File: src/rtl/pow_engine.sv
// Sequential a^b unit: LSB-first square-and-multiply on one shared radix-2 shift-add multiplier.
// Optional overflow tracking with a double-width product is enabled by defining POW_OVF_DETECT_EN.
module pow_engine #(
  parameter int IN_W  = 64,
  parameter int OUT_W = 256
) (
  input  logic             i_clk,
  input  logic             i_reset_n,
  input  logic             i_start,
  input  logic [IN_W-1:0]  i_a,
  input  logic [IN_W-1:0]  i_b,
  output logic [OUT_W-1:0] o_out,
  output logic             o_ready,
  output logic             o_done,
  output logic             o_ovf
);

`ifdef POW_OVF_DETECT_EN
  localparam int PW = 2 * OUT_W;
`else
  localparam int PW = OUT_W;
`endif

  // state | meaning: IDLE wait start | CHECK pick step | MUL_R acc*=base | MUL_B base*=base | SHIFT exp>>=1 | FINISH publish
  typedef enum logic [2:0] {
    S_IDLE,
    S_CHECK,
    S_MUL_R,
    S_MUL_B,
    S_SHIFT,
    S_FINISH
  } state_t;

  state_t           r_state;
  logic [OUT_W-1:0] r_acc;
  logic [OUT_W-1:0] r_base;
  logic [IN_W-1:0]  r_exp;
  logic [PW-1:0]    r_md;
  logic [OUT_W-1:0] r_mr;
  logic [PW-1:0]    r_p;
  logic             r_phase;
  logic [OUT_W-1:0] r_out;
  logic             r_ready;
  logic             r_done;

  logic [OUT_W-1:0] w_a_ext;
  logic [PW-1:0]    w_p_next;
  logic [OUT_W-1:0] w_mr_next;
  logic             w_last;
  logic             w_exp_hi_zero;
  logic             w_upper_nz;

  assign w_a_ext       = OUT_W'(i_a);
  assign w_p_next      = r_mr[0] ? (r_p + r_md) : r_p;
  assign w_mr_next     = r_mr >> 1;
  assign w_last        = (w_mr_next == '0);
  assign w_exp_hi_zero = ((r_exp >> 1) == '0);

`ifdef POW_OVF_DETECT_EN
  logic r_ovf;
  logic r_base_ovf;
  assign w_upper_nz = |w_p_next[PW-1:OUT_W];
  assign o_ovf      = r_ovf;
`else
  assign w_upper_nz = 1'b0;
  assign o_ovf      = 1'b0;
`endif

  assign o_out   = r_out;
  assign o_ready = r_ready;
  assign o_done  = r_done;

  always_ff @(posedge i_clk or negedge i_reset_n) begin
    if (!i_reset_n) begin
      r_state    <= S_IDLE;
      r_acc      <= '0;
      r_base     <= '0;
      r_exp      <= '0;
      r_md       <= '0;
      r_mr       <= '0;
      r_p        <= '0;
      r_phase    <= 1'b0;
      r_out      <= '0;
      r_ready    <= 1'b1;
      r_done     <= 1'b0;
`ifdef POW_OVF_DETECT_EN
      r_ovf      <= 1'b0;
      r_base_ovf <= 1'b0;
`endif
    end else begin
      r_done <= 1'b0;
      case (r_state)
        S_IDLE: begin
          if (i_start) begin
            r_acc      <= OUT_W'(1);
            r_base     <= w_a_ext;
            r_exp      <= i_b;
`ifdef POW_OVF_DETECT_EN
            r_ovf      <= 1'b0;
            r_base_ovf <= 1'b0;
`endif
            r_ready    <= 1'b0;
            r_state    <= S_CHECK;
          end
        end

        S_CHECK: begin
          r_phase <= 1'b0;
          if (r_exp == '0) begin
            r_state <= S_FINISH;
          end else if (r_exp[0]) begin
            r_state <= S_MUL_R;
`ifdef POW_OVF_DETECT_EN
            // A base that already wrapped poisons any product that uses it.
            if (r_base_ovf) r_ovf <= 1'b1;
`endif
          end else begin
            r_state <= S_MUL_B;
          end
        end

        S_MUL_R: begin
          if (!r_phase) begin
            r_p     <= '0;
            r_md    <= PW'(r_acc);
            r_mr    <= r_base;
            r_phase <= 1'b1;
          end else begin
            r_p  <= w_p_next;
            r_md <= r_md << 1;
            r_mr <= w_mr_next;
            if (w_last) begin
              r_acc   <= w_p_next[OUT_W-1:0];
`ifdef POW_OVF_DETECT_EN
              if (w_upper_nz) r_ovf <= 1'b1;
`endif
              r_phase <= 1'b0;
              r_state <= S_MUL_B;
            end
          end
        end

        S_MUL_B: begin
          if (!r_phase) begin
            // Last exponent bit consumed: the square would never be used.
            if (w_exp_hi_zero) begin
              r_state <= S_SHIFT;
            end else begin
              r_p     <= '0;
              r_md    <= PW'(r_base);
              r_mr    <= r_base;
              r_phase <= 1'b1;
            end
          end else begin
            r_p  <= w_p_next;
            r_md <= r_md << 1;
            r_mr <= w_mr_next;
            if (w_last) begin
              r_base  <= w_p_next[OUT_W-1:0];
`ifdef POW_OVF_DETECT_EN
              if (w_upper_nz) r_base_ovf <= 1'b1;
`endif
              r_phase <= 1'b0;
              r_state <= S_SHIFT;
            end
          end
        end

        S_SHIFT: begin
          r_exp   <= r_exp >> 1;
          r_state <= S_CHECK;
        end

        S_FINISH: begin
          r_out   <= r_acc;
          r_done  <= 1'b1;
          r_ready <= 1'b1;
          r_state <= S_IDLE;
        end

        default: r_state <= S_IDLE;
      endcase
    end
  end

endmodule

File: config.mk
export PLATFORM = sky130hd
export DESIGN_NAME = pow_engine
export DESIGN_NICKNAME = d
export VERILOG_FILES = /design/src/rtl/pow_engine.sv
export SDC_FILE = /design/constraint.sdc
export NUM_CORES = 2
export LEC_CHECK = 0
export BUFFER_PORTS_ARGS = -buffer_cell sky130_fd_sc_hd__buf_2
export CAP_MARGIN = 20
export CORE_MARGIN = 5
export CORE_UTILIZATION = 55
export CTS_CLUSTER_DIAMETER = 60
export DETAILED_ROUTE_END_ITERATION = 10
export PLACE_DENSITY = 0.78
export SLEW_MARGIN = 10
export SYNTH_ARGS = -nofsm -noshare
export SYNTH_HDL_FRONTEND = slang
export SYNTH_SLANG_ARGS = --single-unit
File: constraint.sdc
create_clock -name i_clk -period 4.3 [get_ports i_clk]
set_clock_uncertainty 0.1 [all_clocks]
set_input_delay 0.86 -clock i_clk [delete_from_list [all_inputs] [get_ports i_clk]]
set_output_delay 0.86 -clock i_clk [all_outputs]
set_load 0.01 [all_outputs]
Yosys cells after proc, flatten, opt, wreduce, memory -nomap -nowiden
Index checks and enable logic that the tools add are counted.
- reduce and logical (&&, ||, !) cells: 16
- add/sub/neg operators: 1
- equal/unequal tests: 13
- multiply operators: 0
- muxes and demuxes: 37
- bitwise gates (word level): 0
- shifts and indexed selects: 0
- div/mod/pow operators: 0
- order comparisons: 0
- operators with widths (cell ; number):
    256-bit two-way mux ; 13
    256-bit one-hot mux with 2 select lines ; 5
    256-bit adder ; 1
    256-bit logical NOT ; 1
    64-bit logical NOT ; 2
    64-bit one-hot mux with 2 select lines ; 1
    64-bit two-way mux ; 1
    3-bit two-way mux ; 7
    3-bit one-hot mux with 5 select lines ; 1
    2-bit != test, second input constant ; 5
    2-bit nonzero test ; 5
    3-bit != test, second input constant ; 3
    4-bit AND reduction ; 2
    1-bit two-way mux ; 7
    3-bit by 2-bit equality test with 1-bit output, second input constant ; 2
    3-bit equality test, second input constant ; 2
    2-bit AND reduction ; 3
    5-bit AND reduction ; 1
    3-bit by 1-bit equality test with 1-bit output, second input constant ; 1
    3-bit logical NOT ; 1
    1-bit one-hot mux with 3 select lines ; 1
    3-bit nonzero test ; 1
    1-bit one-hot mux with 2 select lines ; 1
- memories kept: 0
- ROM bits: 0
- register bits after elaboration: 1606
- output and inout port bits: 259
- latch bits: 0
- word-level logic and storage cells: 78
- input port bits: 131
- bits in writable memories: 0

Longest topological paths before layout
- depth after elaboration: 5
- gate-level depth with buffers: 16
- gate-level depth less buffers: 16

Worst setup path after synthesis
OpenSTA, ideal clock, no wires.
- path type: register -> register
- start: reg r_md[0]
- end: reg r_base[246]
- path slack: 605 ps
- clock period less this slack: 3695 ps
- path buffers: 0
- cell stages (with the launch flop): 17
- library setup time: 129 ps
- arrival: 3466 ps
- required time: 4071 ps
- path through: dfrtp_1 > ha_1 > inv_1 > fa_1 > nand2b_1 > a211oi_2 > o21ai_1 > a31oi_4 > o31ai_4 > a211oi_2 > o211ai_2 > a2111oi_4 > o211a_1 > a31oi_1 > xnor2_1 > mux2i_1 > o21ai_1
- cells in the longest elaborated chain, start to end: 5
- ends and longest elaborated chain (what ; RTL line ; RTL):
    start: declaration ; 38 ; logic [PW-1:0] r_md;
    start signal: assignment ; 125 ; r_md <= PW'(r_acc);
    start signal: assignment ; 130 ; r_md <= r_md << 1;
    start signal: assignment ; 150 ; r_md <= PW'(r_base);
    256-bit adder ; 54 ; assign w_p_next = r_mr[0] ? (r_p + r_md) : r_p;
    256-bit two-way mux ; 54 ;
    256-bit two-way mux ; 158 ; if (w_last) begin
    256-bit two-way mux ; 144 ; if (!r_phase) begin
    256-bit one-hot mux with 2 select lines ; 92 ; case (r_state)
    end signal: assignment ; 96 ; r_base <= w_a_ext;
    end signal: assignment ; 159 ; r_base <= w_p_next[OUT_W-1:0];
    end: declaration ; 36 ; logic [OUT_W-1:0] r_base;
No other way between the ends. The select of a mux whose other input is x is not followed.
A chain may end at the register's enable or synchronous reset.

Final worst setup path
- start: reg r_md[155]
- end: reg r_acc[225]
- cells in the longest elaborated chain, start to end: 5
- ends and longest elaborated chain (what ; RTL line ; RTL):
    256-bit adder ; 54 ;
    256-bit two-way mux ; 54 ;
    256-bit two-way mux ; 132 ; if (w_last) begin
    256-bit two-way mux ; - ;
    256-bit one-hot mux with 2 select lines ; 92 ;
    end signal: assignment ; 133 ; r_acc <= w_p_next[OUT_W-1:0];
    end: declaration ; 35 ; logic [OUT_W-1:0] r_acc;
No other way between the ends. The select of a mux whose other input is x is not followed.

==> results.md <==
- Outcome: complete, but fails checks
- Violated checks: setup timing
- Area of the die: 0.1700 mm²
- R2r startpoint: r_md[155]$_DFFE_PN0P_
- Nets@finish: 12,230
- Max clock buf depth: 3
- Post-synth ARST share: between 90% and 100%
- GRT busiest layer: met2
- Finished Core Util: 68.23%
- Hpwl dp: approximately 260,000 µm
- Peak VDD IR: 0.5388 mV
- Crit path max fanout: 3
- Multiplexer share of the synthesized area: 2.953%
- Number of synthesized register bits: 1,606
- Synth Flop Type: dfrtp_1
- Final wirelength: about 350,000 µm
- Hold WC Path Type: in2reg
- Vert. Die Dim: a little over 400 µm
- Initial antenna violation count: 15
- Worst path max stage delay: 0.62 ns
- Layout cells sized above 1: 19.98%
- Reg2Reg Capture Point: r_acc[225]$_DFFE_PN0P_
- Drt via density: around 6.4
- Row count: 147
- Crit path depth: 15
- Initial DRC count: approximately 12,000
- R2r setup slk: -0.01 ns
- Worst setup path category: reg2reg
- Vias: ~90,000
- Register area share after synthesis: 45.15%
- Clk_lat worst skew: 0.86 ns
- Met2 Use GR: 63.37%
- Clk pin slew, worst setup/hold paths: 0.06 ns
- Adder-Cell Fraction of Synth Area: 3.607%
- All-Layer GR Usage: about two fifths
- CP top delay family: simple AND/OR/NAND/NOR gates
- Critical path's slowest cell: or4_4
- Leakage: 49.20 nW
- YS warnings: 0
- Largest net degree at the start of global routing: 199
- Max-capacitance violation count: 0
- Final Max Slew Viols: 0
- CP Launch Type: register
- Req. time, crit path: 4.92 ns
- Post-synth EDFFs: 0
- Slew @ Worst Pin: 1.156 ns
- CP startpoint: r_md[155]$_DFFE_PN0P_
- Min Hold Slack: 0.1661 ns
- Clock root buffer master: clkbuf_16
- Top post-synthesis cells by area: dfrtp_1 45%, nand2_1 12%, o21ai_0 7.2%, a21oi_1 6.5%, ha_1 3.6%
- CTS sink cnt: between 1,500 and 2,000
- Synth Area per Inst: roughly 8.4 µm²
- Largest family of logic cells by synthesized area: compound AO/OA/AOI/OAI gates
- First-pass GRT wire length: 534,600 µm
- F_max: ~230 MHz
- DRC: 0
- Worst Path Arrival: 4.93 ns
- Cell taking the most area after synthesis: dfrtp_1
- Synth Net Count: 11,000
- Pwr Density: 532.7 mW/mm²
- Setup crit end: r_acc[225]$_DFFE_PN0P_
- Met1 Use GR: 55.93%
- Initial core utilization: 55.37%
- Final Hold Fails: 0
- Synth Area in Compound Gates: approximately 22%
- Synth cell types: 100
- CP cell instances: ha_1 > nand2_1 > or3_4 > or3_4 > nor4_4 > nand3_2 > buf_4 > or4_4 > a21oi_2 > nor3_1 > buf_4 > o21ai_1 > xnor2_1 > mux2i_1 > o21ai_0
- RePlAce Congestion: 1.062
- First-pass DRT Iterations: 9
- Fin crit period: 4.311 ns
- RSZ-0062 raised after global routing: true
- Core area: 0.1608 mm²
- Synth top area share: 45.12%
- Post-route setup slack: -0.01118 ns
- Remaining Overflow, GRT: 0
- Cells on worst reg2reg path: 15
- Synth Instances: 10,620
- Post-DRT Antenna Nets: 0
- Number of CTS-inserted buffers: 172
- Synth Cell Area: 0.08901 mm²
- Die Wd: 412.3 µm
- IO Port Bufs: 388
- Setup Viol. Count Final: 1
- Slew headroom: 22.37%
- Crit end category: register
- CTS tree: done
- Htree depth: 4
- Area growth, synth to finish: 23.22%
- Met3 usage: 8.841%
- Worst path buffer plus inverter count: 2
- Crit share post-route: 100.3%
- Post-Synth Simple-Gate Area: 19.94%
- WL/cell: 25.00 µm
- Xor/xnor share of the synthesized area: 2.430%
- Number of I/O pins: around 400
- Vias in the first global route: 87,930
==> what timing repair did <==
| action | CTS | global route |
|---|---|---|
| pin swaps | 12 | 70 |
| endpoints found under the setup margin | 149 | 287 |
| gates resized for setup | 70 | 297 |
| buffers inserted | 6 | 21 |
| hold buffers | 1 | 0 |
| hold endpoints to repair | 11 | 0 |
| cloned | 0 | 0 |
==> worst register-to-register path, cell delays in order (launching register included) <==
cell	delay, ns
dfrtp_1	0.42
ha_1	0.31
nand2_1	0.09
or3_4	0.40
or3_4	0.37
nor4_4	0.26
nand3_2	0.21
buf_4	0.20
or4_4	0.62
a21oi_2	0.21
nor3_1	0.06
buf_4	0.16
o21ai_1	0.19
xnor2_1	0.15
mux2i_1	0.32
o21ai_0	0.12
==> cell type report <==
type | count | area, µm²
diodes | 9 | 22.52
clock buffers | 234 | 4921
clock inverters | 64 | 765.7
fillers | 12480 | 51070
inverters | 76 | 295.3
multi-input cells | 8210 | 47390
flip-flops and latches | 1606 | 40200
well taps | 2160 | 2703
repair buffers | 1774 | 13390
==> per-layer routing <==
metal,up-vias,routed length (µm)
met4,4,15570
met1,44410,145800
met5,-,29
met2,4717,158100
met3,809,33780
li1,40000,-
==> flip-flops by register name, indices dropped and copies added (netlist names) <==
signal   count
r_phase      1
o_out      256
r_mr       256
r_base     256
r_md       256
r_state      3
r_p        256
o_ready      1
o_done       1
r_exp       64
r_acc      256
==> placed cells by master, fill, tap and decap left out, types with 19 or more instances in the layout <==
cell type     n
nor4_1      106
xnor2_1     138
o21ai_1      96
o21ai_0    1220
buf_12       82
a21boi_0     27
a22o_1      105
a21oi_1    1098
a31oi_1      58
clkbuf_1     27
xor2_1      100
nor3_1       92
dfrtp_1    1602
o21bai_1     58
clkbuf_8     32
nand2_1    2717
clkbuf_16   175
ha_1        216
nor3b_1     259
o211ai_1     24
nand4_1     171
o31ai_1      64
a21o_1       79
buf_2       387
ha_2         22
a221o_1     257
inv_1        74
a21oi_2      61
o21a_1       41
or3_1        19
mux2i_1     245
clkinv_2     24
nand3_1      59
nor2_1      466
buf_4      1301
or2_2        22
==> how the worst min path moves through the flow <==
stage                           startpoint  slack (ns)                endpoint  depth (start not counted)
finish                             i_b[63]        0.17   r_exp[63]$_DFFE_PN0P_                          2
global route                       i_b[63]        0.16   r_exp[63]$_DFFE_PN0P_                          2
CTS                                i_b[63]        0.11   r_exp[63]$_DFFE_PN0P_                          2
detailed placement   o_out[12]$_DFFE_PN0P_        0.36   o_out[12]$_DFFE_PN0P_                          2
global placement     o_out[39]$_DFFE_PN0P_        0.35   o_out[39]$_DFFE_PN0P_                          2
floorplan           r_acc[108]$_DFFE_PN0P_        0.36  o_out[108]$_DFFE_PN0P_                          2
==> power breakdown <==
part	switching [mW]	internal, mW	leakage (nW)
sequential	2.89	17.9	21.9
combinational	13.3	9.21	24.5
clock	6.45	8.60	2.80
total	22.7	35.8	49.2
==> cells in the mapped netlist, types with 105 or more instances <==
cell,number
nor4_1,120
a22o_1,105
nand2_1,2730
clkbuf_1,638
a221o_1,258
nand4_1,171
dfrtp_1,1605
mux2i_1,257
nor2_1,481
ha_1,255
nor3b_1,259
a21oi_1,1160
o21ai_0,1286
xnor2_1,147
==> cells by family after synthesis <==
family                     Yosys count
adders and majority gates          256
DFF                               1606
AOI/OAI and AO/OA                 3363
xor gates and xnor gates           247
and+or+nand+nor                   4081
muxes                              262
other                                1
buffers and inverters              801
==> stage by stage <==
stage / cells / TNS (ns) / cell area (µm²) / setup WS [ns] / power [mW]
after floorplan: 10620 / 0 / 89010 / 0.6055 / 31.62
after global placement: 13800 / -12.22 / 102300 / -0.3714 / 41.39
after detailed placement: 13800 / -15.13 / 102300 / -0.3742 / 42.08
after CTS: 14100 / 0 / 108300 / 0.008113 / 57.34
after global routing: 14130 / -0.1935 / 109700 / -0.04730 / 60.89
final: 14130 / -0.01118 / 109700 / -0.01118 / 58.43
Note: power is estimated with default switching activity, not from simulation.
